[config.mk]
export PLATFORM = sky130hd
export DESIGN_NAME = id_ex_pipeline_register
export DESIGN_NICKNAME = d
export VERILOG_FILES = /design/src/rtl/id_ex_pkg.sv /design/src/rtl/id_ex_pipeline_register_hazard_detection_unit.sv /design/src/rtl/id_ex_pipeline_register.sv
export SDC_FILE = /design/constraint.sdc
export NUM_CORES = 1
export LEC_CHECK = 0
export BUFFER_PORTS_ARGS = -buffer_cell sky130_fd_sc_hd__buf_2
export CELL_PAD_IN_SITES_DETAIL_PLACEMENT = 1
export CELL_PAD_IN_SITES_GLOBAL_PLACEMENT = 1
export CORE_AREA = 8 8 171 173
export CTS_BUF_LIST = sky130_fd_sc_hd__clkbuf_16
export DETAILED_ROUTE_END_ITERATION = 12
export DIE_AREA = 0 0 179 181
export GPL_TIMING_DRIVEN = 1
export PLACE_DENSITY = 0.85
export SYNTH_ARGS = -nofsm -noshare
export SYNTH_HDL_FRONTEND = slang
export SYNTH_SLANG_ARGS = --single-unit
[constraint.sdc]
create_clock -name clk -period 5.6 [get_ports clk]
set_clock_uncertainty 0.1 [all_clocks]
set_input_delay 1.68 -clock clk [delete_from_list [all_inputs] [get_ports clk]]
set_output_delay 1.68 -clock clk [all_outputs]
set_load 0.02 [all_outputs]
[src/rtl/id_ex_pkg.sv]
// Control-bundle layout and constants shared by the ID/EX pipeline register.
package id_ex_pkg;

   localparam int CTRL_WIDTH = 16;
   localparam logic [31:0] NOP_INSTR = 32'h0000_0000;

   // Bit positions inside in_Ctrl / out_Ctrl
   localparam int CTRL_REGDST        = 0;
   localparam int CTRL_BRANCHEQ      = 1;
   localparam int CTRL_BRANCHNE      = 2;
   localparam int CTRL_ALUOP_LO      = 3;
   localparam int CTRL_ALUOP_HI      = 5;
   localparam int CTRL_ALUSRC        = 6;
   localparam int CTRL_REGWRITE      = 7;
   localparam int CTRL_MEMWRITE      = 8;
   localparam int CTRL_MEMREAD       = 9;
   localparam int CTRL_MEMTOREG      = 10;
   localparam int CTRL_SHAMTSELECTOR = 11;
   localparam int CTRL_REGISTERORPC  = 12;
   localparam int CTRL_ALUMEMORPC    = 13;
   localparam int CTRL_JUMP          = 14;
   localparam int CTRL_RESERVED      = 15;

   typedef logic [CTRL_WIDTH-1:0] ctrl_t;

   // Destination register select: rd for R-type, rt otherwise.
   function automatic logic [4:0] dest_reg(input logic reg_dst, input logic [4:0] rd,
                                           input logic [4:0] rt);
      return reg_dst ? rd : rt;
   endfunction

endpackage

[src/rtl/id_ex_pipeline_register_hazard_detection_unit.sv]
// Load-use hazard detector: the instruction in EX is a load whose rt is read
// by the instruction currently in ID. A load to $0 never creates a hazard.
module hazard_detection_unit (
   input  logic       i_ex_mem_read,
   input  logic [4:0] i_ex_rt,
   input  logic [4:0] i_id_rs,
   input  logic [4:0] i_id_rt,
   output logic       o_hazard
);

   logic w_rs_match;
   logic w_rt_match;

   // Compare the EX load destination against both ID source fields.
   always_comb begin
      w_rs_match = (i_ex_rt == i_id_rs);
      w_rt_match = (i_ex_rt == i_id_rt);
      o_hazard   = i_ex_mem_read && (i_ex_rt != 5'd0) && (w_rs_match || w_rt_match);
   end

endmodule

[src/rtl/id_ex_pipeline_register.sv]
// ID/EX pipeline register with load-use stall/bubble insertion, branch
// squash, and saturating stall/flush event counters for debug.
module id_ex_pipeline_register
   import id_ex_pkg::*;
#(
   parameter int NBits     = 32,
   parameter int CNT_WIDTH = 16
) (
   input  logic                  clk,
   input  logic                  reset,
   input  logic                  in_Flush,
   input  logic [NBits-1:0]      in_Instruction,
   input  logic [NBits-1:0]      in_PC_4,
   input  logic [NBits-1:0]      in_ReadData1,
   input  logic [NBits-1:0]      in_ReadData2,
   input  logic [NBits-1:0]      in_InmmediateExtend,
   input  logic [NBits-1:0]      in_ShamtExtend,
   input  logic [CTRL_WIDTH-1:0] in_Ctrl,
   output logic [NBits-1:0]      out_Instruction,
   output logic [NBits-1:0]      out_PC_4,
   output logic [NBits-1:0]      out_ReadData1,
   output logic [NBits-1:0]      out_ReadData2,
   output logic [NBits-1:0]      out_InmmediateExtend,
   output logic [NBits-1:0]      out_ShamtExtend,
   output logic [CTRL_WIDTH-1:0] out_Ctrl,
   output logic [4:0]            out_WriteRegister,
   output logic                  out_Stall,
   output logic [CNT_WIDTH-1:0]  out_StallCount,
   output logic [CNT_WIDTH-1:0]  out_FlushCount
);

   logic [NBits-1:0]     r_instr;
   logic [NBits-1:0]     r_pc_4;
   logic [NBits-1:0]     r_rd1;
   logic [NBits-1:0]     r_rd2;
   logic [NBits-1:0]     r_imm;
   logic [NBits-1:0]     r_shamt;
   ctrl_t                r_ctrl;
   logic [4:0]           r_wr_reg;
   logic [CNT_WIDTH-1:0] r_stall_cnt;
   logic [CNT_WIDTH-1:0] r_flush_cnt;

   logic                 w_hazard;
   logic                 w_bubble;

   hazard_detection_unit u_hazard (
      .i_ex_mem_read (r_ctrl[CTRL_MEMREAD]),
      .i_ex_rt       (r_instr[20:16]),
      .i_id_rs       (in_Instruction[25:21]),
      .i_id_rt       (in_Instruction[20:16]),
      .o_hazard      (w_hazard)
   );

   // A flush overrides the stall request: the ID instruction is discarded
   // anyway, so PC/IF-ID must be allowed to move to the branch target.
   assign out_Stall = w_hazard && !in_Flush;
   assign w_bubble  = in_Flush || w_hazard;

   // Pipeline payload: load a bubble (NOP, zero control) or the ID values.
   always_ff @(posedge clk or negedge reset) begin
      if (!reset) begin
         r_instr  <= NBits'(NOP_INSTR);
         r_pc_4   <= '0;
         r_rd1    <= '0;
         r_rd2    <= '0;
         r_imm    <= '0;
         r_shamt  <= '0;
         r_ctrl   <= '0;
         r_wr_reg <= '0;
      end else if (w_bubble) begin
         r_instr  <= NBits'(NOP_INSTR);
         r_pc_4   <= '0;
         r_rd1    <= '0;
         r_rd2    <= '0;
         r_imm    <= '0;
         r_shamt  <= '0;
         r_ctrl   <= '0;
         r_wr_reg <= '0;
      end else begin
         r_instr  <= in_Instruction;
         r_pc_4   <= in_PC_4;
         r_rd1    <= in_ReadData1;
         r_rd2    <= in_ReadData2;
         r_imm    <= in_InmmediateExtend;
         r_shamt  <= in_ShamtExtend;
         r_ctrl   <= in_Ctrl;
         r_wr_reg <= dest_reg(in_Ctrl[CTRL_REGDST], in_Instruction[15:11],
                              in_Instruction[20:16]);
      end
   end

   // Flush counter, saturating at all-ones.
   always_ff @(posedge clk or negedge reset) begin
      if (!reset) begin
         r_flush_cnt <= '0;
      end else if (in_Flush && (r_flush_cnt != '1)) begin
         r_flush_cnt <= r_flush_cnt + 1'b1;
      end
   end

   // Stall counter, saturating; a flush in the same cycle masks the stall.
   always_ff @(posedge clk or negedge reset) begin
      if (!reset) begin
         r_stall_cnt <= '0;
      end else if (out_Stall && (r_stall_cnt != '1)) begin
         r_stall_cnt <= r_stall_cnt + 1'b1;
      end
   end

   assign out_Instruction      = r_instr;
   assign out_PC_4             = r_pc_4;
   assign out_ReadData1        = r_rd1;
   assign out_ReadData2        = r_rd2;
   assign out_InmmediateExtend = r_imm;
   assign out_ShamtExtend      = r_shamt;
   assign out_Ctrl             = r_ctrl;
   assign out_WriteRegister    = r_wr_reg;
   assign out_StallCount       = r_stall_cnt;
   assign out_FlushCount       = r_flush_cnt;

endmodule

==> flow_summary.yaml, run 1 <==
outcome:
  status: "finished, final reports clean"
floorplanning:
  fp.coreArea_um2: 26500
  die_area_um2: 32400
  io_pins: 457
  die_w_um: 179
  die_h_um: 181
  row_count: 60
  start_util_pct: 32.5
pwr:
  p_switching_uw: 1130
  p_seq_share_pct: 45.4
  swShare_pct: 26.4
  power_uw: 4290
  internal_power_uw: 3160
  power_density_nw_per_um2: 353
  leakagePower_uw: 0.00658
  combPwrFrac_pct: 13.0
  clkPwrFrac_pct: 41.7
  peakVddDrop_uv: 338
routing:
  wl_per_cell_um: 20.9
  postRouteAntennaNets: 0
  drt_first_pass_iters: 4
  wl_mm: 30.1
  vias_per_cell: 4.43
  drtIter0Drc: 392
  drc_errors: 0
  num_vias: 6389
synthesis:
  ys_ff_latch: 245
  yosys.area.top_type: "dfrtp_1"
  synth_area_leaders: "dfrtp_1, and2_1, and2_2, xnor2_1, nand4_1"
  synth.top_cells.by_count: "dfrtp_1, and2_1, and2_2"
  synth-edff-count: 0
  yosysMostFrequentCell: "dfrtp_1"
  synthFlopType: "dfrtp_1"
  synth_seq_area_share_pct: 71.1
  synthArstFlopShare_pct: 100
  synth_cell_types: 32
  syn_area_per_cell_um2: 14.0
  yosysWarnings: 0
  synth_cells: 616
  synthesis.nets: 829
  yosys.area.top_type_share_pct: 71.1
  netlist_area_um2: 8620
critical_path:
  criticalPathCategory: "in2out"
  critPathLaunchType: "primary input"
  crit_family: "simple AND/OR/NAND/NOR gates"
  path_max_fanout: 3
  max_stage_delay_ns: 0.18
  cp_cell_sequence: "buf_2 > xnor2_1 > nand3_1 > o22ai_2 > and2_1 > buf_2"
  worst_path_most_repeated_cell: "buf_2"
  cp.required_ns: 3.82
  cp_slowest_cell: "o22ai_2"
  crit_arrival_ns: 2.63
  end_kind: "output pin"
  cp_num_buf_inv: 2
timing:
  slew_headroom_pct: 41.9
  holdWs_ns: 0.421
  maxSlewViolCount: 0
  min_period_ns: 4.41
  hold_viol_final: 0
  rsz0062_at_grt: "no"
  worst_slew_pin_slew_ns: 0.872
  setup-tns-final_ns: 0
  clock.fmax_mhz: 227
  timing.final.crit_share_pct: 78.8
  setup_viol: 0
grt:
  grt_pass1_vias: 7318
  grt_use_met3_pct: 6.84
  grt.total_usage_pct: 17.9
  grt_antenna_before_repair: 9
  top_usage_layer: "met2"
  grt_pass1_wl_mm: 44.5
  overflow: 0
  grt_max_degree: 119
  grtUsageMet1_pct: 18.8
  met2_usage_pct: 32.4
clocking:
  post_cts_buffers: 0
  clock_path_buffers: 3
  holdBufCountCts: 0
  cts.htree.levels: 1
  cts-resized-gates: 0
  clock_latency_ns: 0.54
  path_clk_slew_ns: 0.06
  cts_made_buffers: 27
  clock-sinks: 245
  cts_root_buf: "clkbuf_16"
  cts_tree: "done"
flow_run:
  maxCapViolCount: 0
place:
  portBuffers: 456
  routabilityCongestion: 0.808
  place_inst: 1392
  hpwl_mm: 23.1
final_layout:
  layout.cells.non_filler: 1442
  nNetsFinal: 1293
  synthToLayoutAreaGrowth_pct: 41.0
  drive_gt1_share_pct: 52.5
worst_hold_path:
  worstHoldPathType: "reg2reg"
==> cell usage in the layout, fill, tap and decap left out, types with 3 or more instances in the layout <==
cell type	n
bufinv_16	4
clkbuf_16	27
and3_1	8
nor2_1	10
mux2i_1	5
mux2_2	3
nor4_1	3
and4_1	3
xnor2_1	37
nand4_1	15
buf_2	455
clkinv_1	6
nand2_1	13
nand3_1	18
dfrtp_1	245
and2_1	141
buf_4	5
and2_2	69
clkinv_2	3
inv_1	5
==> power groups by stage <==
stage	sequential, uW	combinational, uW	clock [uW]
3_3_place_gp	1970	548	0
4_1_cts	1950	569	1840
6_report	1950	556	1790
5_1_grt	1960	602	1900
3_5_place_dp	1980	567	0
2_1_floorplan	2110	140	0
==> final cells by class <==
cell class | count | area, um2
fillers | 2946 | 14300
flip-flops and latches | 245 | 6130
multi-input cells | 344 | 2350
repair buffers | 462 | 2350
clock buffers | 27 | 676
well taps | 341 | 427
clock inverters | 21 | 215
diodes | 2 | 5.00
==> logic make-up (layout without fill, tap and decap cells) <==
kind of cell	count (synthesis)	after routing	synth area share (%)
AO/OA/AOI/OAI	9	9	1.03
XOR/XNOR	39	39	3.96
adder cells (fa/ha/maj)	2	2	0.290
buffers and inverters	27	510	1.57
flip-flops	245	245	71.1
multiplexers	8	8	0.972
other	0	2	0
AND/OR/NAND/NOR	286	286	21.1
==> path summary, 6_finish.rpt <==
kind / start / endpoint / slack [ns] / cells past startpoint
max: in_Instruction[19] / out_Stall / 1.19 / 6
min: out_StallCount[6] / out_StallCount[6] / 0.42 / 1
max reg2reg: out_Instruction[18] / out_PC_4[18] / 3.09 / 5
min reg2reg: out_StallCount[6] / out_StallCount[6] / 0.42 / 1
max in group asynchronous: reset / out_Ctrl[8] / 3.19 / 2
min in group asynchronous: reset / out_FlushCount[2] / 1.12 / 1
==> registers in the layout, indices dropped and copies added, names as in the netlist <==
signal	count
out_InmmediateExtend	32
out_Instruction	32
out_PC_4	32
out_ReadData1	32
out_ReadData2	32
out_ShamtExtend	32
out_Ctrl	16
out_FlushCount	16
out_StallCount	16
out_WriteRegister	5
==> stage by stage <==
| stage | area [um2] | util (%) | worst slack [ns] |
|---|---|---|---|
| finish | 12200 | 45.9 | 1.19 |
| global placement | 11300 | 42.5 | 1.19 |
| floorplan | 8620 | - | 1.01 |
| detailed placement | 11300 | 42.5 | 1.18 |
| CTS | 12200 | 45.9 | 1.16 |
| global route | 12200 | 45.9 | 1.09 |
==> per-layer routing <==
layer | wire length [um] | up-vias
met5 | 68 | -
met4 | 873 | 10
met3 | 2780 | 61
met2 | 15900 | 281
met1 | 10500 | 3151
li1 | - | 2886
Power figures use the tool's default switching activity.
==> inputs of run 2 (changes only) <==
--- a/config.mk
+++ b/config.mk
@@ -8,12 +8,12 @@
 export BUFFER_PORTS_ARGS = -buffer_cell sky130_fd_sc_hd__buf_2
 export CELL_PAD_IN_SITES_DETAIL_PLACEMENT = 1
 export CELL_PAD_IN_SITES_GLOBAL_PLACEMENT = 1
-export CORE_AREA = 8 8 171 173
+export CORE_MARGIN = 8
+export CORE_UTILIZATION = 31
 export CTS_BUF_LIST = sky130_fd_sc_hd__clkbuf_16
 export DETAILED_ROUTE_END_ITERATION = 12
-export DIE_AREA = 0 0 179 181
 export GPL_TIMING_DRIVEN = 1
-export PLACE_DENSITY = 0.85
+export PLACE_DENSITY = 0.84
 export SYNTH_ARGS = -nofsm -noshare
 export SYNTH_HDL_FRONTEND = slang
 export SYNTH_SLANG_ARGS = --single-unit
==> constraint.sdc (replaced) <==
create_clock -name clk -period 3.9 [get_ports clk]
set_clock_uncertainty 0.1 [all_clocks]
set_input_delay 1.17 -clock clk [delete_from_list [all_inputs] [get_ports clk]]
set_output_delay 1.17 -clock clk [all_outputs]
set_load 0.02 [all_outputs]
==> run 2 against run 1 <==
  * Clock power up 41%
  * Hold slack worse by 0.016 ns
  * Core utilization down 1.4 points
  * Worst setup slack worse by 0.81 ns
  * Sequential share of layout area down 0.38 points
  * Wire length down 1.3%
  * Critical endpoint unchanged
  * Global-route usage down 0.60 points
  * Largest power group unchanged
  * Final area up 0.76%
  * Register-to-register slack worse by 1.5 ns
  * Non-clock buffer count up 2
==> flow_summary.yaml, run 2 (synthesis results as in run 1) <==
pwr:
  peakVddDrop_uv: 293
  p_seq_share_pct: 45.6
  power_density_nw_per_um2: 501
  swShare_pct: 26.1
  combPwrFrac_pct: 13.1
  internal_power_uw: 4540
  p_switching_uw: 1600
  clkPwrFrac_pct: 41.3
  leakagePower_uw: 0.00660
routing:
  drt_first_pass_iters: 4
  wl_mm: 29.7
  drc_errors: 0
  drtIter0Drc: 303
  postRouteAntennaNets: 0
  wl_per_cell_um: 20.1
  num_vias: 6424
  vias_per_cell: 4.34
final_layout:
  final_cell_mix: "buf_2, dfrtp_1, and2_1"
  final_core_util_pct: 44.5
  layout_commonest_cell: "buf_2"
  layout.cells.non_filler: 1481
  nNetsFinal: 1295
  synthToLayoutAreaGrowth_pct: 42.1
  drive_gt1_share_pct: 52.5
  final_cell_area_um2: 12300
grt:
  grt_pass1_wl_mm: 44.6
  grt.total_usage_pct: 17.3
  grt_antenna_before_repair: 7
  overflow: 0
  grt_pass1_vias: 7340
  grt_max_degree: 107
timing:
  setup-tns-final_ns: 0
  clock.fmax_mhz: 283
  min_period_ns: 3.53
  rsz0062_at_grt: "no"
  holdWs_ns: 0.405
  slew_headroom_pct: 45.5
  setup_viol: 0
  timing.final.crit_share_pct: 90.5
  worst_slew_pin_slew_ns: 0.816
  maxSlewViolCount: 0
  hold_viol_final: 0
floorplanning:
  start_util_pct: 31.3
  die_w_um: 183
  io_pins: 457
  die_h_um: 183
  die_area_um2: 33400
  row_count: 61
  fp.coreArea_um2: 27600
place:
  routabilityCongestion: 0.803
  postPlaceCellArea_um2: 11400
  place_inst: 1431
  portBuffers: 456
  hpwl_mm: 23.0
clocking:
  cts-resized-gates: 0
  cts_made_buffers: 27
  clock_latency_ns: 0.52
  holdBufCountCts: 0
  post_cts_buffers: 0
  path_clk_slew_ns: 0.06
  cts_root_buf: "clkbuf_16"
  cts_tree: "done"
  clock_path_buffers: 3
  cts.htree.levels: 1
  clock-sinks: 245
critical_path:
  path_max_fanout: 2
  crit_arrival_ns: 2.26
  end_kind: "output pin"
  cp.required_ns: 2.63
  critPathLaunchType: "primary input"
  criticalPathCategory: "in2out"
worst_hold_path:
  worstHoldPathType: "reg2reg"
outcome:
  status: "finished, final reports clean"
flow_run:
  maxCapViolCount: 0
run 2: power groups by stage:
stage	Combinational, uW	Sequential (uW)	Clock, uW
finish	806	2800	2530
global route	879	2820	2720
CTS	827	2800	2620
detailed placement	822	2840	0
global placement	798	2830	0
floorplan	202	3030	0
run 2: metal layers:
layer / vias to the layer above / GRT usage, % / wire length (um) / share of wire, %
met2: 275 / 30.9 / 15500 / 52
met4: 12 / 6.46 / 1010 / 3.4
met5: - / 0 / 71 / 0.24
met3: 83 / 7.08 / 2840 / 9.5
met1: 3161 / 18.1 / 10300 / 35
li1: 2893 / - / - / -
run 2: path summary, 6_finish.rpt:
path,from,endpoint,slack (ns),depth (start not counted)
setup / recovery,in_Instruction[21],out_Stall,0.37,6
hold / removal,out_FlushCount[9],out_FlushCount[9],0.40,1
setup reg to reg,out_Instruction[16],out_PC_4[24],1.62,7
hold reg to reg,out_FlushCount[9],out_FlushCount[9],0.40,1
max in group asynchronous,reset,out_FlushCount[5],2.36,2
min in group asynchronous,reset,out_FlushCount[7],0.50,1
run 2: cell type report:
class | count | area (um2)
clock inverters | 22 | 211
flip-flops and latches | 245 | 6130
diodes | 1 | 2.50
well taps | 378 | 473
clock buffers | 27 | 676
fillers | 3051 | 15300
multi-input cells | 344 | 2350
repair buffers | 464 | 2400
run 2: metrics by stage:
step           total power (uW)  setup WS, ns
2_1_floorplan              3240         0.326
3_3_place_gp               3630         0.492
3_5_place_dp               3660         0.433
4_1_cts                    6250         0.334
5_1_grt                    6410         0.298
6_report                   6140         0.372
run 2: worst max-delay path: stages:
cell and delay, ns:
buf_2 0.11, xnor2_1 0.18, nand3_1 0.18, o22ai_2 0.26
and2_1 0.19, buf_2 0.17
==> inputs of run 3 (changes only) <==
--- a/config.mk
+++ b/config.mk
@@ -13,7 +13,8 @@
 export CTS_BUF_LIST = sky130_fd_sc_hd__clkbuf_16
 export DETAILED_ROUTE_END_ITERATION = 12
 export GPL_TIMING_DRIVEN = 1
-export PLACE_DENSITY = 0.84
+export PLACE_DENSITY = 0.85
 export SYNTH_ARGS = -nofsm -noshare
 export SYNTH_HDL_FRONTEND = slang
+export SYNTH_HIERARCHICAL = 1
 export SYNTH_SLANG_ARGS = --single-unit
==> run 3 against run 2 <==
  * Wire length rose by 1.2%
  * Largest power group unchanged
  * Final area fell by 0.53%
  * Core utilization fell by 0.24 points
  * Largest cell class unchanged
  * Clock-buffer cell count did not move
  * Combinational power fell by 0.6%
  * Die area fell by 0.27%
  * Synthesized cell count rose by 2.4%
  * Clock power fell by 9.1%
  * Sequential cell count did not move
  * Hold slack improved by 0.0075 ns
==> flow_summary.yaml, run 3 <==
outcome:
  status: "finished, final reports clean"
final_layout:
  drive_gt1_share_pct: 45.4
  final_core_util_pct: 44.2
  nNetsFinal: 1312
  final_cell_mix: "buf_2, dfrtp_1, and2_1"
  synthToLayoutAreaGrowth_pct: 41.8
  fillers: 3093
  layout.cells.non_filler: 1503
  layout_commonest_cell: "buf_2"
routing:
  drtIter0Drc: 229
  wl_mm: 30.1
  postRouteAntennaNets: 0
  drt_first_pass_iters: 4
  vias_per_cell: 4.35
  num_vias: 6541
  wl_per_cell_um: 20.0
  drc_errors: 0
grt:
  overflow: 0
  grt.total_usage_pct: 17.6
  grt_max_degree: 139
  grt_antenna_before_repair: 12
  grt_pass1_vias: 7408
  grt_pass1_wl_mm: 45.2
critical_path:
  ff2ff_path_depth: 10
  critPathLaunchType: "primary input"
  cp_cell_sequence: "buf_2 > xor2_1 > nor3_1 > nand3_1 > a21oi_1 > buf_4 > nand2b_4 > inv_1 > buf_2"
  cp.required_ns: 2.63
  path_max_fanout: 4
  rr_endpoint: "out_StallCount[9]"
  r2r_setup_slack_ns: 1.30
  end_kind: "output pin"
  crit_arrival_ns: 2.45
  max_stage_delay_ns: 0.21
  cp_slowest_cell: "nor3_1"
  rr_startpoint: "out_Instruction[16]"
  criticalPathCategory: "in2out"
  worst_path_most_repeated_cell: "buf_2"
synthesis:
  synthArstFlopShare_pct: 100
  synth.top_cells.by_count: "dfrtp_1, and2_1, xor2_1"
  yosysMostFrequentCell: "dfrtp_1"
  synth_area_leaders: "dfrtp_1, and2_1, xor2_1, clkbuf_1, xnor2_1"
  synth_cell_types: 39
  synth_cells: 631
  synth-edff-count: 0
  yosys.area.top_type_share_pct: 71.3
  yosys.area.top_type: "dfrtp_1"
  synthFlopType: "dfrtp_1"
  yosysWarnings: 6
  synthesis.nets: 844
  ys_ff_latch: 245
  syn_area_per_cell_um2: 13.6
  synth_seq_area_share_pct: 71.3
  netlist_area_um2: 8600
pwr:
  leakagePower_uw: 0.00670
  power_density_nw_per_um2: 484
  peakVddDrop_uv: 320
  power_uw: 5900
clocking:
  post_cts_buffers: 0
  cts_root_buf: "clkbuf_16"
  clock_latency_ns: 0.53
  cts_made_buffers: 27
  cts_tree: "done"
  cts-resized-gates: 0
  cts.htree.levels: 1
  holdBufCountCts: 0
  clock-sinks: 245
  path_clk_slew_ns: 0.06
  clock_path_buffers: 3
place:
  routabilityCongestion: 0.839
  portBuffers: 456
  hpwl_mm: 23.7
  place_inst: 1448
timing:
  min_period_ns: 3.72
  timing.final.crit_share_pct: 95.4
  clock.fmax_mhz: 269
  rsz0062_at_grt: "no"
  setup_viol: 0
  holdWs_ns: 0.412
  worst_slew_pin_slew_ns: 0.658
  slew_headroom_pct: 56.1
  setup-tns-final_ns: 0
  maxSlewViolCount: 0
  hold_viol_final: 0
worst_hold_path:
  hold_end: "out_FlushCount[11]"
  worstHoldPathCells: 1
  worst_hold_startpoint: "out_FlushCount[11]"
  worstHoldPathType: "reg2reg"
floorplanning:
  start_util_pct: 31.2
  io_pins: 457
  row_count: 61
  die_w_um: 183
  die_h_um: 183
  fp.coreArea_um2: 27600
  die_area_um2: 33300
flow_run:
  maxCapViolCount: 0
[run 3: cell count changes after synthesis, sizes merged, moves of 7 or more]
cell,previous run,this run
nor2,10,18
xnor2,37,8
xor2,2,25
a21oi,1,9
nor3,2,9
nand3,18,10
[run 3: per-stage QoR]
stage,setup WS (ns),area [um2]
finish,0.179,12200
CTS,0.177,12200
floorplan,0.494,8600
detailed placement,0.190,11400
global route,0.0601,12200
global placement,0.232,11400
[run 3: worst max path at each step]
stage,startpoint,endpoint,cells past startpoint
global placement,in_Instruction[19],out_Stall,9
floorplan,in_Instruction[23],out_Stall,6
global route,in_Instruction[23],out_Stall,9
finish,in_Instruction[23],out_Stall,9
CTS,in_Instruction[23],out_Stall,9
detailed placement,in_Instruction[23],out_Stall,9
[run 3: layout make-up]
class / instances / area, um2 / area share (%)
inverters: 1 / 3.75 / 0.0308
clock inverters: 23 / 125 / 1.03
clock buffers: 27 / 676 / 5.54
diodes: 5 / 12.5 / 0.103
well taps: 378 / 473 / 3.88
multi-input cells: 359 / 2350 / 19.3
flip-flops and latches: 245 / 6130 / 50.3
repair buffers: 465 / 2410 / 19.8
[run 3: where the power goes]
part           internal [uW]  total, uW  switching, uW  leakage (uW)
clock network           1310       2300            983      0.000425
logic                    302        801            499       0.00310
registers               2700       2800           99.5       0.00318
[run 3: critical path: cells and delay by family]
family          cells  cell delay [ns]
compound gates      1             0.17
xor+xnor            1             0.15
buf+inv             4             0.58
simple gates        3             0.38
[run 3: layer usage]
layer	up-vias	track usage, %	routed length (um)
li1	2963	-	-
met1	3170	17.1	9850
met3	84	8.23	3380
met4	16	8.17	1360
met5	-	0	91
met2	308	31.2	15400
[run 3: kinds of logic after synthesis]
logic type      after synthesis  share of synthesized area (%)
simple gates                296                           21.0
mux                           9                           1.14
xor+xnor                     33                           3.36
flops                       245                           71.3
compound gates               19                           1.56
fa+ha+maj                     2                          0.291
buf+inv                      27                           1.37
